## src/rtl/rs_latch_driver.sv

```systemverilog
// Self-checking initiator for a gated RS latch: plays an 8-step Clk/R/S
// sequence, samples the synchronised Q at the end of each step and reports results.
//
// state | meaning
// IDLE  | waiting for start, latch drives held low
// RUN   | stepping through the stimulus table, checking Q each step
// DONE  | run finished, results held until the next start
module rs_latch_driver #(
    parameter int unsigned HOLD_CYCLES = 50,
    parameter int unsigned CNT_W       = 16
) (
    input  logic       CLOCK_50,
    input  logic       Reset,
    input  logic       start,
    input  logic       Q_in,
    output logic       Clk_out,
    output logic       R_out,
    output logic       S_out,
    output logic       busy,
    output logic       done,
    output logic       pass,
    output logic [3:0] err_count,
    output logic [7:0] fail_mask,
    output logic [2:0] step
);

    typedef enum logic [1:0] {
        S_IDLE = 2'd0,
        S_RUN  = 2'd1,
        S_DONE = 2'd2
    } state_t;

    localparam logic [CNT_W-1:0] HOLD_LAST = CNT_W'(HOLD_CYCLES - 1);
    localparam logic [2:0]       LAST_STEP = 3'd7;

    // Stimulus per step, packed as {Clk, R, S}.
    function automatic logic [2:0] step_drive(input logic [2:0] idx);
        logic [2:0] drv;
        case (idx)
            3'd1:    drv = 3'b101;
            3'd3:    drv = 3'b110;
            3'd5:    drv = 3'b001;
            3'd6:    drv = 3'b101;
            3'd7:    drv = 3'b010;
            default: drv = 3'b000;
        endcase
        return drv;
    endfunction

    function automatic logic step_checked(input logic [2:0] idx);
        return (idx != 3'd0);
    endfunction

    function automatic logic step_expect(input logic [2:0] idx);
        logic q;
        case (idx)
            3'd1, 3'd2, 3'd6, 3'd7: q = 1'b1;
            default:                q = 1'b0;
        endcase
        return q;
    endfunction

    state_t           state_q, state_d;
    logic [CNT_W-1:0] cnt_q, cnt_d;
    logic [2:0]       step_q, step_d;
    logic [2:0]       drive_q, drive_d;
    logic             busy_q, busy_d;
    logic             done_q, done_d;
    logic             pass_q, pass_d;
    logic [3:0]       err_q, err_d;
    logic [7:0]       mask_q, mask_d;
    logic             q_meta_q;
    logic             q_s_q;
    logic             check_now;
    logic             miss;

    // Q_in comes from the latch and is asynchronous to CLOCK_50.
    always_ff @(posedge CLOCK_50) begin
        if (Reset) begin
            q_meta_q <= 1'b0;
            q_s_q    <= 1'b0;
        end else begin
            q_meta_q <= Q_in;
            q_s_q    <= q_meta_q;
        end
    end

    always_ff @(posedge CLOCK_50) begin
        if (Reset) begin
            state_q <= S_IDLE;
            cnt_q   <= '0;
            step_q  <= 3'd0;
            drive_q <= 3'b000;
            busy_q  <= 1'b0;
            done_q  <= 1'b0;
            pass_q  <= 1'b0;
            err_q   <= 4'd0;
            mask_q  <= 8'h00;
        end else begin
            state_q <= state_d;
            cnt_q   <= cnt_d;
            step_q  <= step_d;
            drive_q <= drive_d;
            busy_q  <= busy_d;
            done_q  <= done_d;
            pass_q  <= pass_d;
            err_q   <= err_d;
            mask_q  <= mask_d;
        end
    end

    assign check_now = (state_q == S_RUN) && (cnt_q == HOLD_LAST);
    assign miss      = check_now && step_checked(step_q) && (q_s_q != step_expect(step_q));

    always_comb begin
        state_d = state_q;
        cnt_d   = cnt_q;
        step_d  = step_q;
        drive_d = drive_q;
        busy_d  = busy_q;
        done_d  = done_q;
        pass_d  = pass_q;
        err_d   = err_q;
        mask_d  = mask_q;

        case (state_q)
            S_IDLE, S_DONE: begin
                drive_d = 3'b000;
                if (start) begin
                    state_d = S_RUN;
                    cnt_d   = '0;
                    step_d  = 3'd0;
                    drive_d = step_drive(3'd0);
                    busy_d  = 1'b1;
                    done_d  = 1'b0;
                    pass_d  = 1'b0;
                    err_d   = 4'd0;
                    mask_d  = 8'h00;
                end
            end
            S_RUN: begin
                if (check_now) begin
                    cnt_d = '0;
                    if (miss) begin
                        err_d  = err_q + 4'd1;
                        mask_d = mask_q | (8'b0000_0001 << step_q);
                    end
                    if (step_q == LAST_STEP) begin
                        state_d = S_DONE;
                        busy_d  = 1'b0;
                        done_d  = 1'b1;
                        pass_d  = (err_d == 4'd0);
                        drive_d = 3'b000;
                    end else begin
                        step_d  = step_q + 3'd1;
                        drive_d = step_drive(step_q + 3'd1);
                    end
                end else begin
                    cnt_d = cnt_q + CNT_W'(1);
                end
            end
            default: begin
                state_d = S_IDLE;
                drive_d = 3'b000;
                busy_d  = 1'b0;
            end
        endcase
    end

    assign Clk_out   = drive_q[2];
    assign R_out     = drive_q[1];
    assign S_out     = drive_q[0];
    assign busy      = busy_q;
    assign done      = done_q;
    assign pass      = pass_q;
    assign err_count = err_q;
    assign fail_mask = mask_q;
    assign step      = step_q;

endmodule
```

## config.mk

```make
export PLATFORM = sky130hd
export DESIGN_NAME = rs_latch_driver
export DESIGN_NICKNAME = d
export VERILOG_FILES = /design/src/rtl/rs_latch_driver.sv
export SDC_FILE = /design/constraint.sdc
export NUM_CORES = 1
export LEC_CHECK = 0
export CAP_MARGIN = 5
export CORE_MARGIN = 4
export CORE_UTILIZATION = 52
export CTS_CLUSTER_DIAMETER = 120
export DETAILED_ROUTE_END_ITERATION = 12
export GPL_TIMING_DRIVEN = 0
export HOLD_SLACK_MARGIN = 0.05
export MAX_ROUTING_LAYER = met4
export PLACE_DENSITY = 0.77
export SYNTH_ARGS = -nofsm -noshare
export SYNTH_HDL_FRONTEND = slang
export SYNTH_SLANG_ARGS = --single-unit
```

## constraint.sdc

```tcl
create_clock -name CLOCK_50 -period 2.7 [get_ports CLOCK_50]
set_input_delay 0.54 -clock CLOCK_50 [delete_from_list [all_inputs] [get_ports CLOCK_50]]
set_output_delay 0.54 -clock CLOCK_50 [all_outputs]
set_load 0.01 [all_outputs]
```

==> flow_summary.ini <==
[sta]
worstMarginPinSlew_ps = 783
rsz0062_at_grt = no
hold_ws_ps = 439
hold_violations = 0
drv_slew = 0
fmax_mhz = 434
min_period_ps = 2300
maxSlewHeadroom_pct = 47.6
finalSetupTns_ps = 0
setup_viol = 0
fin_skew_ps = 9.76
period_share_pct = 85.3

[final_layout]
diodes = 0
drive_above_1_share_pct = 9.09
nets = 268
final_cells = 301
syn2layout_area_growth_pct = 20.3
fillers = 320

[hold_path]
hold_path.class = reg2reg

[place]
place.gp.congestion = 0.852
io_buffer_count = 23
hpwl_um = 3390
dp_cells = 293

[floorplanning]
core.rowCount = 22
coreArea_um2 = 3770
die_y_um = 71.3
pin_count = 25
die-area_um2 = 5090
start_util_pct = 55.3
fp.dieW_um = 71.3

[critical_path]
path_class = reg2reg
cp-start-kind = flop
crit_fanout = 7
worstPathRequired_ps = 2890
arrival_ps = 2500
endpoint_kind = flop

[yosys]
ys_async_sr_fraction_pct = 0
synth_simple_gate_area_share_pct = 26.1
ys_seq_elements = 41
yosysSeqAreaShare_pct = 39.4
post_synth.cell_area_avg_um2 = 9.40
synth_edf_count = 0
synthMuxAreaShare_pct = 2.94
synthAdderAreaFrac_pct = 7.20
synth_compound_area_share_pct = 17.6
synth_flop_cell = dfxtp_1
yosysUniqueCellTypes = 50
syn_inst = 222
synth_nets = 238
synth_area_um2 = 2090
synth_xor_area_share_pct = 3.78
synth_warnings = 0
synth_top_family_by_area = simple AND/OR/NAND/NOR gates

[power]
ir_drop_uv = 508
p_leak_nw = 0.929
p_per_area_nw_per_um2 = 511
finalPower_mw = 1.28

[global_route]
grt_pass1_vias = 1607
grt_start_max_net_pins = 14
overflow = 0
grtUsageTotal_pct = 20.2
antenna_found_initial = 0
grt_first_pass_wirelength_um = 7960

[outcome]
status = complete, no violations

[detailed_routing]
dr.first_iter.drc_count = 147
wire_per_inst_um = 15.4
drt-total-wl_um = 4630
firstDrtPassIters = 4
drc_errors = 0
routed-via-count = 1747
postRouteAntennaNets = 0
vias_per_cell = 5.80

[flow_run]
maxCapViolCount = 0

[cts]
cts_made_buffers = 5
ctsHoldBuffers = 0
clkSinkCount = 41
cts_resized = 0
ctsRootBufferMaster = clkbuf_8
post-cts-setup-buffers = 0
htree_num_levels = 2
cts_tree = yes
clkLatencyLatePin_ps = 300
clockBufferDepth = 2
clk_pin_slew_ps = 80
[through the flow]
stage	instance area [um2]	utilization, %	setup WS [ps]
2_1_floorplan	2090	-	705
3_3_place_gp	2380	63.0	278
3_5_place_dp	2380	63.0	267
4_1_cts	2510	66.6	419
5_1_grt	2510	66.6	211
6_report	2510	66.6	396
[critical path: stages, from the launching register on]
cell     delay (ps)
dfxtp_1         480
inv_1           150
ha_1            270
a21o_1          160
a22oi_1         410
and2_1          340
o41ai_2         110
mux2_2          280
[cell usage after synthesis, types with 3 or more instances]
master	number	area, um2
a21oi_1	11	55.1
a22o_1	8	70.1
and2_1	4	25.0
and3_1	5	31.3
dfxtp_1	41	821
ha_1	12	150
inv_1	7	26.3
mux2i_1	5	50.1
nand2_1	16	60.1
nand3_1	11	55.1
nand3b_1	3	22.5
nand4_1	8	50.1
nor2_1	22	82.6
nor2b_1	3	18.8
nor3_1	3	15.0
nor4_2	3	37.5
o21ai_0	3	15.0
o31ai_1	4	30.0
or3_1	3	18.8
xor2_1	7	61.3
[cells in the final DEF (no fill, tap or decap), drive strengths merged, types with 2 or more instances in the layout]
cell,n
a2111oi,2
xnor2,2
nor2,23
a21oi,11
bufinv,2
a21boi,2
a31oi,2
or3,3
nor3,3
and2,4
buf,4
o21ai,5
a211oi,2
and3,5
xor2,7
ha,12
o22ai,2
a311oi,2
clkbuf,7
a41oi,2
inv,7
nand2b,2
nor2b,3
mux2i,5
nand3,11
a21o,2
a22o,8
nand3b,3
nand2,16
dfxtp,41
clkdlybuf4s50,23
nor4,5
nand4,9
o31ai,4
[final cells by class]
type	instances	area, um2	area share, %
multi-input cells	168	1200	47.9
flip-flops and latches	41	821	32.7
repair buffers	23	230	9.17
clock buffers	5	68.8	2.74
clock inverters	3	65.1	2.59
well taps	48	60.1	2.39
plain buffers	6	36.3	1.45
inverters	7	26.3	1.05
[flip-flops by register name, indices dropped and copies added, names as in the netlist, 2 cells and up]
name and flops:
fail_mask 8, state_q 2, cnt_q 16, drive_q 3, step 3, err_count 4
[layer usage]
| metal | up-vias | track usage, % | share of wire, % |
|---|---|---|---|
| met4 | 0 | 6.26 | 1.5 |
| met5 | - | - | 0 |
| li1 | 877 | - | - |
| met2 | 36 | 29.7 | 45 |
| met3 | 6 | 5.05 | 4.7 |
| met1 | 828 | 27.3 | 49 |
[cells by family after synthesis]
group           Yosys count
mux                       6
buf+inv                  13
flops                    41
simple gates             93
fa+ha+maj                12
compound gates           48
xor+xnor                  9
[worst paths after layout]
| check | from | end | slack (ps) | cells past startpoint |
|---|---|---|---|---|
| min | q_meta_q | q_s_q | 440 | 1 |
| max | step[0] | err_count[0] | 400 | 7 |
| min reg2reg | q_meta_q | q_s_q | 440 | 1 |
| max reg2reg | step[0] | err_count[0] | 400 | 7 |
[power breakdown]
part | internal, mW | total, mW | leakage (nW) | switching [mW]
clock | 0.367 | 0.587 | 0.0681 | 0.220
sequential | 0.610 | 0.618 | 0.331 | 0.00730
combinational | 0.0287 | 0.0775 | 0.530 | 0.0487
Power figures use the tool's default switching activity.
